===== src/rtl/note_tone_gen.sv =====
// Song-ROM note decoder and square-wave speaker driver. Pitch changes are deferred
// to a waveform edge; reloading the code already in effect keeps the phase running.
module note_tone_gen #(
    parameter int unsigned CLK_HZ = 50000000,
    parameter int unsigned CNT_W  = 18
) (
    input  logic        clk,
    input  logic        rst,
    input  logic        en,
    input  logic        note_load,
    input  logic [11:0] note_code,
    output logic        spk,
    output logic        note_active,
    output logic        note_err,
    output logic [11:0] cur_code
);

    typedef enum logic [0:0] {StIdle, StRun} state_e;
    typedef enum logic [1:0] {KindRest, KindNote, KindIllegal} kind_e;
    typedef logic [CNT_W-1:0] cnt_t;
    typedef logic [20:0][CNT_W-1:0] tab_t;

    // Index = octave * 7 + (degree - 1), octave 0 = low nibble.
    function automatic int unsigned freq_of(int unsigned idx);
        case (idx)
            0:       return 262;
            1:       return 294;
            2:       return 330;
            3:       return 349;
            4:       return 392;
            5:       return 440;
            6:       return 494;
            7:       return 523;
            8:       return 587;
            9:       return 659;
            10:      return 698;
            11:      return 784;
            12:      return 880;
            13:      return 988;
            14:      return 1046;
            15:      return 1175;
            16:      return 1318;
            17:      return 1397;
            18:      return 1568;
            19:      return 1760;
            20:      return 1976;
            default: return 262;
        endcase
    endfunction

    function automatic tab_t build_tab();
        tab_t t;
        t = '0;
        for (int unsigned i = 0; i < 21; i++) begin
            t[5'(i)] = cnt_t'(CLK_HZ / (2 * freq_of(i)));
        end
        return t;
    endfunction

    localparam tab_t HalfTab = build_tab();

    function automatic kind_e kind_of(logic [11:0] c);
        logic [1:0] nz;
        logic       big;
        nz  = 2'd0;
        big = 1'b0;
        for (int i = 0; i < 3; i++) begin
            if (c[4*i +: 4] != 4'd0) nz = nz + 2'd1;
            if (c[4*i+3]) big = 1'b1;
        end
        if (nz == 2'd0) return KindRest;
        if (nz == 2'd1 && !big) return KindNote;
        return KindIllegal;
    endfunction

    function automatic cnt_t half_of(logic [11:0] c);
        logic [4:0] idx;
        idx = '0;
        for (int i = 0; i < 3; i++) begin
            if (c[4*i +: 4] != 4'd0) idx = 5'(7 * i) + {1'b0, c[4*i +: 4]} - 5'd1;
        end
        if (kind_of(c) != KindNote || idx > 5'd20) return '0;
        return HalfTab[idx];
    endfunction

    state_e      state_q, state_d;
    cnt_t        cnt_q, cnt_d;
    cnt_t        half_q, half_d;
    cnt_t        pend_half_q, pend_half_d;
    logic        spk_q, spk_d;
    logic        act_q, act_d;
    logic        err_q, err_d;
    logic        pend_q, pend_d;
    logic [11:0] cur_q, cur_d;
    logic [11:0] pend_code_q, pend_code_d;

    logic        load_same, load_new, terminal;
    logic        mrg_pend;
    logic [11:0] mrg_code;
    cnt_t        mrg_half;

    // A load matching what would take effect next is a sustain, not a change.
    assign load_same = pend_q ? (note_code == pend_code_q) : (note_code == cur_q);
    assign load_new  = note_load && !load_same;
    assign terminal  = (cnt_q == half_q - cnt_t'(1));

    // Pending view after this cycle's load; terminal-count logic sees it directly.
    assign mrg_pend = load_new | pend_q;
    assign mrg_code = load_new ? note_code : pend_code_q;
    assign mrg_half = load_new ? half_of(note_code) : pend_half_q;

    always_comb begin
        state_d     = state_q;
        cnt_d       = cnt_q;
        half_d      = half_q;
        spk_d       = spk_q;
        act_d       = act_q;
        cur_d       = cur_q;
        err_d       = err_q | (note_load && kind_of(note_code) == KindIllegal);
        pend_d      = mrg_pend;
        pend_code_d = mrg_code;
        pend_half_d = mrg_half;

        if (!en) begin
            state_d = StIdle;
            cnt_d   = '0;
            spk_d   = 1'b0;
            act_d   = 1'b0;
        end else begin
            unique case (state_q)
                StIdle: begin
                    cnt_d = '0;
                    spk_d = 1'b0;
                    if (pend_q) begin
                        cur_d = pend_code_q;
                        if (!load_new) pend_d = 1'b0;
                        if (kind_of(pend_code_q) == KindNote) begin
                            state_d = StRun;
                            half_d  = pend_half_q;
                            act_d   = 1'b1;
                        end
                    end else if (!load_new && kind_of(cur_q) == KindNote) begin
                        // Only reachable after en was low: replay the held note.
                        pend_d      = 1'b1;
                        pend_code_d = cur_q;
                        pend_half_d = half_of(cur_q);
                    end
                end
                StRun: begin
                    cnt_d = cnt_q + cnt_t'(1);
                    if (terminal) begin
                        cnt_d = '0;
                        if (mrg_pend) begin
                            pend_d = 1'b0;
                            cur_d  = mrg_code;
                            if (kind_of(mrg_code) == KindNote) begin
                                half_d = mrg_half;
                                spk_d  = ~spk_q;
                            end else begin
                                spk_d   = 1'b0;
                                act_d   = 1'b0;
                                state_d = StIdle;
                            end
                        end else begin
                            spk_d = ~spk_q;
                        end
                    end
                end
                default: state_d = StIdle;
            endcase
        end
    end

    always_ff @(posedge clk) begin
        if (rst) begin
            state_q     <= StIdle;
            cnt_q       <= '0;
            half_q      <= '0;
            pend_half_q <= '0;
            spk_q       <= 1'b0;
            act_q       <= 1'b0;
            err_q       <= 1'b0;
            pend_q      <= 1'b0;
            cur_q       <= '0;
            pend_code_q <= '0;
        end else begin
            state_q     <= state_d;
            cnt_q       <= cnt_d;
            half_q      <= half_d;
            pend_half_q <= pend_half_d;
            spk_q       <= spk_d;
            act_q       <= act_d;
            err_q       <= err_d;
            pend_q      <= pend_d;
            cur_q       <= cur_d;
            pend_code_q <= pend_code_d;
        end
    end

    assign spk         = spk_q;
    assign note_active = act_q;
    assign note_err    = err_q;
    assign cur_code    = cur_q;

endmodule


===== config.mk =====
export PLATFORM = sky130hd
export DESIGN_NAME = note_tone_gen
export DESIGN_NICKNAME = d
export VERILOG_FILES = /design/src/rtl/note_tone_gen.sv
export SDC_FILE = /design/constraint.sdc
export NUM_CORES = 1
export LEC_CHECK = 0
export CELL_PAD_IN_SITES_DETAIL_PLACEMENT = 1
export CELL_PAD_IN_SITES_GLOBAL_PLACEMENT = 2
export CORE_ASPECT_RATIO = 0.5
export CORE_UTILIZATION = 40
export DETAILED_ROUTE_END_ITERATION = 8
export HOLD_SLACK_MARGIN = 0.15
export PLACE_DENSITY_LB_ADDON = 0.1
export SETUP_SLACK_MARGIN = 0.05
export SKIP_CTS_REPAIR_TIMING = 1
export SYNTH_ARGS = -nofsm -noshare
export SYNTH_HDL_FRONTEND = slang
export SYNTH_SLANG_ARGS = --single-unit

===== constraint.sdc =====
create_clock -name clk -period 10.3 [get_ports clk]
set_input_delay 2.06 -clock clk [delete_from_list [all_inputs] [get_ports clk]]
set_output_delay 2.06 -clock clk [all_outputs]
set_load 0.005 [all_outputs]

==> flow_summary.ini, run 1 <==
[drt]
ant_nets = 0
wl_per_cell_um = 21.7
num_vias = 7222
vias_per_cell = 6.29
drt-total-wl_mm = 24.9
drc_errors = 0
drt-pass1-iter-count = 7
drt_iter0_markers = 492

[floorplanning]
die_y_um = 97.1
num_rows = 34
start_util_pct = 41.2
die_w_um = 192
pin_count = 31
dieArea_um2 = 18600
core_area_um2 = 17500

[critical_path]
reg2reg_slack_ns = 5.31
timing.rr.end = half_q[17]
path_max_fanout = 13
startpoint = note_code[11]
cp-end-kind = register
r2r_start = pend_q
critPathRequiredTime_ns = 10.58
reg2reg_depth = 14
startpoint_type = input port
cp.arrival_ns = 6.40
critical_path_class = in -> reg

[logic_synthesis]
synth_edf_count = 0
synth.net_count = 983
synth_cell_types = 80
syn_area_um2 = 7230
synthCells = 927
ys_seq_elements = 83
seq_area_frac_synth_pct = 23.0
synth_top_area_share_pct = 23.0
synth.area.top_cells = dfxtp_1, ha_1, mux2i_1
synth.largest_area_cell = dfxtp_1
synth_async_sr_flop_share_pct = 0
avgSynthCellArea_um2 = 7.80
synth_flop_cell = dfxtp_1
ys_warn_count = 0

[cts]
cts_tree = built
clock_path_buffers = 2
h-tree-depth = 3
clk_pin_slew_ns = 0.06
cts.sinks = 83
numCtsBuffers = 9
cts_root_buf = clkbuf_16
clk_latency_ns = 0.36

[global_routing]
antenna_found_initial = 0
grtUsageTotal_pct = 27.5
grt_max_degree = 52
grt_pass1_wl_mm = 40.0
grt_pass1_vias = 6966
grt_overflow = 0

[timing]
setup_viol = 0
finClkSkew_ns = 0.0110
rsz0062_at_grt = false
fin_setup_tns_ns = 0
timing.slew.headroom_pct = 22.5
fmax_ghz = 0.163
layout_min_cycle_time_ns = 6.12
worst_hold_slack_ns = 0.435
slew_viol_final = 0
finalWorstSetupSlack_ns = 4.18
tightest_slew_ns = 1.15
post-route-period-util_pct = 59.4
finalHoldViolCount = 0

[worst_hold_path]
hold_path.class = reg -> reg
min_path_cells = 2
holdCritStartpoint = pend_half_q[17]
holdPathEnd = pend_half_q[17]

[placement]
dp_hpwl_mm = 18.5
port_buffers = 30
place_congestion = 0.986
place_ws_ns = 3.83

[cells_and_area]
area_growth_pct = 10.1
fillCellCount = 2138
antenna_cells = 0
fin_nets = 966
drive_gt1_share_pct = 7.00

[power]
peakVddDrop_uv = 77.9
powerDensity_nw_per_um2 = 155
power_uw = 1230
leakage_uw = 0.00287

[job]
maxCapViolations = 0

[outcome]
status = complete, no violations
==> worst max path at each step <==
stage / end / slack (ns) / depth (start not counted)
floorplan: half_q[10] / 4.52 / 16
global placement: half_q[16] / 3.94 / 14
detailed placement: half_q[12] / 3.83 / 14
CTS: half_q[12] / 4.19 / 14
global route: half_q[10] / 3.75 / 14
finish: half_q[17] / 4.18 / 14
==> critical path: stages <==
cell and delay [ns]:
clkdlybuf4s50_1 0.75, xor2_1 0.24, nand4_1 0.40, o31ai_4 0.45, mux2_2 0.39, ha_1 0.31
nand2b_1 0.17, mux2i_1 0.13, nand2_1 0.10, nor4_1 0.28, o31ai_1 0.17, nor4_2 0.25
o21a_1 0.45, mux2i_1 0.24
==> cell families after synthesis <==
group	count (synthesis)	synth area share, %
AOI/OAI and AO/OA	277	27.7
muxes	50	7.01
DFF	83	23.0
xor gates and xnor gates	48	5.82
adders and majority gates	40	6.92
buffers and inverters	110	6.42
and+or+nand+nor	319	23.2
==> sequential cells by signal (all words and copies together), names as in the netlist, 12 cells and up <==
| register | flops |
|---|---|
| pend_half_q | 18 |
| pend_code_q | 12 |
| half_q | 18 |
| cnt_q | 18 |
| cur_code | 12 |
==> cell type report <==
class                   count  area [um2]  area share [%]
multi-input cells         734        5130            64.5
flip-flops and latches     83        1660            20.9
repair buffers             42         385            4.84
well taps                 234         293            3.68
clock buffers               9         225            2.83
inverters                  40         150            1.89
clock inverters             6         114            1.43
==> metrics by stage <==
stage,cells,util [%],area [um2]
5_1_grt,1148,45.4,7960
6_report,1148,45.4,7960
3_5_place_dp,1133,43.5,7620
3_3_place_gp,1133,43.5,7620
4_1_cts,1148,45.4,7960
2_1_floorplan,927,-,7230
==> routing by layer <==
layer | vias up | global-route usage [%] | part of all wire, % | wire [um]
met5 | - | 0 | 0 | 0
met4 | 0 | 4.72 | 0.94 | 235
met3 | 19 | 6.07 | 6.1 | 1520
met2 | 193 | 39.5 | 41 | 10300
met1 | 3572 | 41.6 | 52 | 12900
li1 | 3438 | - | - | -
==> report_power, final <==
group / internal (uW) / switching, uW / leakage [uW]
registers: 337 / 29.1 / 0.000674
clock network: 236 / 143 / 0.000158
logic: 183 / 305 / 0.00204
==> cell usage in the layout (no fill, tap or decap), types with 11 or more instances in the layout <==
| cell | Yosys | routed |
|---|---|---|
| inv_1 | 38 | 38 |
| nand3_1 | 24 | 24 |
| nor3_1 | 30 | 30 |
| o21ai_0 | 28 | 27 |
| a211oi_1 | 43 | 43 |
| xnor2_1 | 27 | 27 |
| ha_1 | 40 | 40 |
| nand2_1 | 74 | 74 |
| a21oi_1 | 54 | 54 |
| nor2_1 | 86 | 86 |
| a31oi_1 | 16 | 16 |
| mux2i_1 | 45 | 45 |
| nor4_1 | 14 | 14 |
| a311oi_1 | 23 | 23 |
| clkdlybuf4s50_1 | 0 | 29 |
| a22oi_1 | 12 | 12 |
| dfxtp_1 | 83 | 83 |
| buf_4 | 4 | 12 |
| and3_1 | 11 | 11 |
| o211ai_1 | 14 | 14 |
| xor2_1 | 21 | 21 |
| nand4_1 | 12 | 12 |
==> cell usage after synthesis (all sizes together) (3+ instances only) <==
cell type / instances
nor2: 86
dfxtp: 83
nand2: 74
a21oi: 55
clkbuf: 46
mux2i: 45
a211oi: 43
ha: 40
inv: 40
o21ai: 33
nor3: 30
xnor2: 27
nand3: 25
buf: 24
a311oi: 23
xor2: 21
nor4: 19
a31oi: 16
o211ai: 15
a22oi: 12
nand4: 12
and3: 11
nand2b: 10
o31ai: 10
or4: 9
and2: 8
nand3b: 7
nor3b: 7
o21a: 7
o22ai: 7
o221ai: 6
a21boi: 5
mux2: 5
o41ai: 5
or3: 5
nor2b: 4
o311a: 4
o311ai: 4
o31a: 4
a221oi: 3
and4: 3
o2111ai: 3
(Power assumes the default switching activity.)
==> run 2, diff against run 1 <==
--- a/config.mk
+++ b/config.mk
@@ -8,7 +8,7 @@
 export CELL_PAD_IN_SITES_DETAIL_PLACEMENT = 1
 export CELL_PAD_IN_SITES_GLOBAL_PLACEMENT = 2
 export CORE_ASPECT_RATIO = 0.5
-export CORE_UTILIZATION = 40
+export CORE_UTILIZATION = 37
 export DETAILED_ROUTE_END_ITERATION = 8
 export HOLD_SLACK_MARGIN = 0.15
 export PLACE_DENSITY_LB_ADDON = 0.1
==> constraint.sdc (replaced) <==
create_clock -name clk -period 5.7 [get_ports clk]
set_input_delay 1.14 -clock clk [delete_from_list [all_inputs] [get_ports clk]]
set_output_delay 1.14 -clock clk [all_outputs]
set_load 0.005 [all_outputs]
==> run 2 against run 1 <==
Effect of this change:
- combinational power rose by 86%
- sequential power is 80% higher
- register-to-register slack got worse by 4.5 ns
- sequential share of layout area fell by 0.42 points
- setup slack got worse by 3.6 ns
- non-clock buffer count grew 19
- global-route usage shrank 1.0 points
- final cell count grew 3.9%
- clock-buffer cell count is 2 higher
- clock skew barely moved
- power rose by 81%
- via count is 0.80% higher
- highest routed layer unchanged
==> flow_summary.ini, run 2 (synthesis results as in run 1) <==
[outcome]
status = complete, no violations

[power]
peakVddDrop_uv = 159
powerDensity_nw_per_um2 = 274
netSwitchingPower_uw = 877
seq_power_share_pct = 29.6
p_sw_share_pct = 39.4
internal_power_uw = 1350
combPwrFrac_pct = 40.8
leakage_uw = 0.00296
clockPowerShare_pct = 29.6

[cells_and_area]
seq_area_um2 = 1660
antenna_cells = 0
layout_common_cells = nor2_1, dfxtp_1, nand2_1
area_growth_pct = 12.4
largestRegisters = cnt_q (18), half_q (18), pend_half_q (18)
final_cell_count_no_fill = 1193
fin_nets = 985
fillCellCount = 2305
final_common_cell = nor2_1
drive_gt1_share_pct = 8.89
multi_input_area_um2 = 5130
final_util_pct = 43.3

[floorplanning]
pin_count = 31
dieArea_um2 = 20100
start_util_pct = 38.6
die_w_um = 200
die_y_um = 101
core_area_um2 = 18700
num_rows = 35

[critical_path]
critical_path_class = in -> reg
max_stage_delay_ns = 0.60
critPathRequiredTime_ns = 5.91
cp-end-kind = register
path_max_fanout = 13
cp_top_family = compound AO/OA/AOI/OAI gates
startpoint_type = input port
cp_slowest_cell = clkdlybuf4s50_1
reg2reg_depth = 14
cp.arrival_ns = 5.36
path_buf_inv = 2
crit_chain = clkdlybuf4s50_1 -> inv_1 -> xnor2_1 -> nand4_1 -> o31ai_4 -> mux2_2 -> ha_1 -> nand2b_1 -> mux2i_1 -> nand2_1 -> nor4_1 -> o31ai_1 -> nor4_2 -> o21a_1 -> a311oi_1
cp.depth = 15

[drt]
num_vias = 7280
drt-total-wl_mm = 26.2
ant_nets = 0
drc_errors = 0
drt_iter0_markers = 464
wl_per_cell_um = 21.9
drt-pass1-iter-count = 5
vias_per_cell = 6.10

[placement]
port_buffers = 30
dp_hpwl_mm = 19.8
dp_cells = 1177
place_ws_ns = 0.218
place_congestion = 0.932

[cts]
cts_root_buf = clkbuf_16
cts.sinks = 83
clk_latency_ns = 0.36
numCtsBuffers = 9
clk_pin_slew_ns = 0.07
clock_path_buffers = 2
h-tree-depth = 3
cts_tree = built

[global_routing]
grt_overflow = 0
antenna_found_initial = 0
grt_pass1_wl_mm = 40.5
grtUsageTotal_pct = 26.4
grt_max_degree = 52
grt_pass1_vias = 6875

[timing]
layout_min_cycle_time_ns = 5.15
slew_viol_final = 0
fin_setup_tns_ns = 0
post-route-period-util_pct = 90.4
timing.slew.headroom_pct = 19.3
fmax_ghz = 0.194
tightest_slew_ns = 1.20
finalWorstSetupSlack_ns = 0.547
finClkSkew_ns = 0.0110
rsz0062_at_grt = false
finalHoldViolCount = 0
setup_viol = 0

[worst_hold_path]
hold_path.class = reg -> reg
min_path_cells = 2

[job]
maxCapViolations = 0
[run 2: cell types whose count changed in the layout (fill, tap and decap cells not counted)]
cell        before  now
buf_4           12   31
bufinv_16        3    2
clkbuf_1         0    1
clkbuf_8         0    1
clkinv_4         0    1
clkinvlp_4       2    1
o21ai_0         27   28
o21ai_1          3    2
[run 2: metal layers]
metal	global-route usage (%)	wire [um]	vias to the layer above
li1	-	-	3481
met1	39.6	13600	3603
met2	39.6	10900	180
met3	3.98	1410	16
met4	4.87	224	0
met5	0	0	-
[run 2: area by class of cell]
| type | count | share of cell area [%] |
|---|---|---|
| inverters | 40 | 1.85 |
| flip-flops and latches | 83 | 20.5 |
| clock buffers | 11 | 2.99 |
| well taps | 259 | 3.99 |
| repair buffers | 61 | 6.50 |
| clock inverters | 5 | 1.05 |
| multi-input cells | 734 | 63.2 |
[run 2: final timing paths]
kind | start | endpoint | slack, ns
worst max-delay path | note_code[8] | half_q[16] | 0.55
worst min-delay path | pend_half_q[17] | pend_half_q[17] | 0.45
worst max register to register | pend_q | half_q[16] | 0.84
worst min register to register | pend_half_q[17] | pend_half_q[17] | 0.45
[run 2: power by group through the flow]
| stage | combinational (uW) | sequential (uW) | clock, uW |
|---|---|---|---|
| after floorplan | 642 | 646 | 0 |
| after global placement | 872 | 669 | 0 |
| after detailed placement | 894 | 670 | 0 |
| after CTS | 898 | 657 | 675 |
| after global routing | 987 | 663 | 698 |
| final | 908 | 658 | 660 |
[run 2: worst register-to-register path, stage by stage, from the launching register on]
cell and delay (ns):
dfxtp_1 0.86, mux2i_1 0.47, xor2_1 0.18, nand4_1 0.34, o31ai_4 0.40, mux2_2 0.40
ha_1 0.33, nand2b_1 0.16, mux2i_1 0.12, nand2_1 0.11, nor4_1 0.28, o31ai_1 0.16
nor4_2 0.25, o21a_1 0.47, a311oi_1 0.17
[run 2: through the flow]
stage | total power (uW) | instance area, um2 | hold WS, ns
after floorplan | 1290 | 7230 | 0.410
after global placement | 1540 | 7790 | 0.418
after detailed placement | 1560 | 7790 | 0.435
after CTS | 2230 | 8120 | 0.447
after global routing | 2350 | 8120 | 0.480
final | 2230 | 8120 | 0.448
==> run 3, diff against run 2 <==
--- a/config.mk
+++ b/config.mk
@@ -8,11 +8,11 @@
 export CELL_PAD_IN_SITES_DETAIL_PLACEMENT = 1
 export CELL_PAD_IN_SITES_GLOBAL_PLACEMENT = 2
 export CORE_ASPECT_RATIO = 0.5
-export CORE_UTILIZATION = 37
+export CORE_UTILIZATION = 34
 export DETAILED_ROUTE_END_ITERATION = 8
 export HOLD_SLACK_MARGIN = 0.15
 export PLACE_DENSITY_LB_ADDON = 0.1
-export SETUP_SLACK_MARGIN = 0.05
+export SETUP_SLACK_MARGIN = 0.1
 export SKIP_CTS_REPAIR_TIMING = 1
 export SYNTH_ARGS = -nofsm -noshare
 export SYNTH_HDL_FRONTEND = slang
==> constraint.sdc (replaced) <==
create_clock -name clk -period 4.6 [get_ports clk]
set_input_delay 0.92 -clock clk [delete_from_list [all_inputs] [get_ports clk]]
set_output_delay 0.92 -clock clk [all_outputs]
set_load 0.005 [all_outputs]
==> run 3 against run 2 <==
Effect of this change:
- final cell count up 5.7%
- clock-buffer cell count down 1
- cell area up 7.7%
- utilization down 1.1 points
- flip-flop and latch count unchanged
==> flow_summary.ini, run 3 (synthesis results as in run 1) <==
[outcome]
status = complete, no violations

[cells_and_area]
fin_nets = 1039
seq_area_um2 = 1670
multi_input_area_um2 = 5250
area_growth_pct = 21.0
fillCellCount = 2479
layout_common_cells = nor2_1, dfxtp_1, buf_4
design_area_um2 = 8750
antenna_cells = 0
final_common_cell = nor2_1
largestRegisters = cnt_q (18), half_q (18), pend_half_q (18)
drive_gt1_share_pct = 16.4

[critical_path]
worstSetupEndpoint = half_q[17]
critPathRequiredTime_ns = 4.89
cp.arrival_ns = 4.61
path_max_fanout = 7
reg2reg_slack_ns = 0.37
startpoint = note_code[0]
crit_chain = clkdlybuf4s50_1 -> inv_2 -> xnor2_2 -> nand4_1 -> o31ai_4 -> buf_4 -> nand2_1 -> o21a_1 -> inv_2 -> ha_4 -> nand2b_4 -> mux2i_1 -> nand2_1 -> nor4_4 -> o31ai_2 -> nor4_2 -> o21a_2 -> buf_12 -> mux2i_1
reg2reg_depth = 19
startpoint_type = input port
r2r_start = pend_q
critical_path_class = in -> reg
timing.rr.end = half_q[17]
cp-end-kind = register
max_stage_delay_ns = 0.50
cp_slowest_cell = clkdlybuf4s50_1
cp.depth = 19
path_buf_inv = 5
cp_top_family = simple AND/OR/NAND/NOR gates

[floorplanning]
dieArea_um2 = 21900
start_util_pct = 34.9
die_y_um = 105
core_area_um2 = 20700
pin_count = 31
die_w_um = 208
num_rows = 37

[power]
leakage_uw = 0.00336
powerDensity_nw_per_um2 = 320
power_uw = 2800
peakVddDrop_uv = 255

[placement]
place_congestion = 0.897
place_ws_ns = -0.217
port_buffers = 30
dp_hpwl_mm = 21.1
place_area_um2 = 8260

[timing]
worst_hold_slack_ns = 0.436
layout_min_cycle_time_ns = 4.31
timing.slew.headroom_pct = 44.3
slew_viol_final = 0
finClkSkew_ns = 0.0146
tightest_slew_ns = 0.834
setup_viol = 0
fmax_ghz = 0.232
finalHoldViolCount = 0
finalWorstSetupSlack_ns = 0.288
post-route-period-util_pct = 93.7
rsz0062_at_grt = false
fin_setup_tns_ns = 0

[drt]
drc_errors = 0
drt-pass1-iter-count = 5
drt-total-wl_mm = 27.4
drt_iter0_markers = 515
wl_per_cell_um = 21.7
vias_per_cell = 5.92
num_vias = 7461
ant_nets = 0

[worst_hold_path]
hold_path.class = reg -> reg

[cts]
cts_root_buf = clkbuf_16
clk_latency_ns = 0.37
clock_path_buffers = 2
numCtsBuffers = 9
cts_tree = built
cts.sinks = 83
h-tree-depth = 3
clk_pin_slew_ns = 0.07

[global_routing]
grt_overflow = 0
grt_max_degree = 51
grtUsageTotal_pct = 25.8
antenna_found_initial = 0
grt_pass1_wl_mm = 43.3
grt_pass1_vias = 7368

[job]
maxCapViolations = 0
[run 3: report_power, final]
group	leakage, uW	total, uW	switching [uW]	internal (uW)
Combinational	0.00253	1220	735	482
Sequential	0.000674	808	53.9	754
Clock	0.000150	777	337	440
[run 3: layout make-up]
type                       instances  share of cell area, %
inverter                          40                   1.72
multi-input combinational        734                   60.1
timing repair buffer             115                   11.8
clock inverter                     6                  0.787
clock buffer                      10                   2.73
tap                              273                   3.91
sequential                        83                   19.0
[run 3: worst min-delay path by stage]
stage / start / slack (ns) / endpoint / cells past startpoint
global route: pend_half_q[17] / 0.46 / pend_half_q[17] / 2
floorplan: pend_half_q[17] / 0.41 / pend_half_q[17] / 2
CTS: pend_half_q[17] / 0.44 / pend_half_q[17] / 2
global placement: pend_half_q[17] / 0.42 / pend_half_q[17] / 2
detailed placement: pend_half_q[17] / 0.42 / pend_half_q[17] / 2
finish: pend_half_q[17] / 0.44 / pend_half_q[17] / 2
[run 3: worst reg2reg max path, stage by stage (launching register included)]
cell and delay, ns:
dfxtp_4 0.50, buf_4 0.18, mux2i_1 0.25, xor2_1 0.19, nand4_1 0.20, o31ai_4 0.36
buf_4 0.18, nand2_1 0.05, o21a_1 0.12, inv_2 0.07, ha_4 0.20, nand2b_4 0.15
mux2i_1 0.13, nand2_1 0.14, nor4_4 0.36, o31ai_2 0.12, nor4_2 0.35, o21a_2 0.26
buf_12 0.13, mux2i_1 0.20
[run 3: through the flow]
stage,utilization [%],cells
floorplan,-,927
global placement,39.9,1243
detailed placement,39.9,1243
CTS,41.4,1259
global route,42.3,1261
finish,42.3,1261
[run 3: metal layers]
layer / vias to the layer above / share of wire [%] / track usage, %
met5: - / 0.23 / 2.30
met4: 2 / 1.3 / 6.35
met3: 25 / 5.7 / 5.98
met2: 135 / 41 / 36.5
met1: 3699 / 52 / 38.2
li1: 3600 / - / -
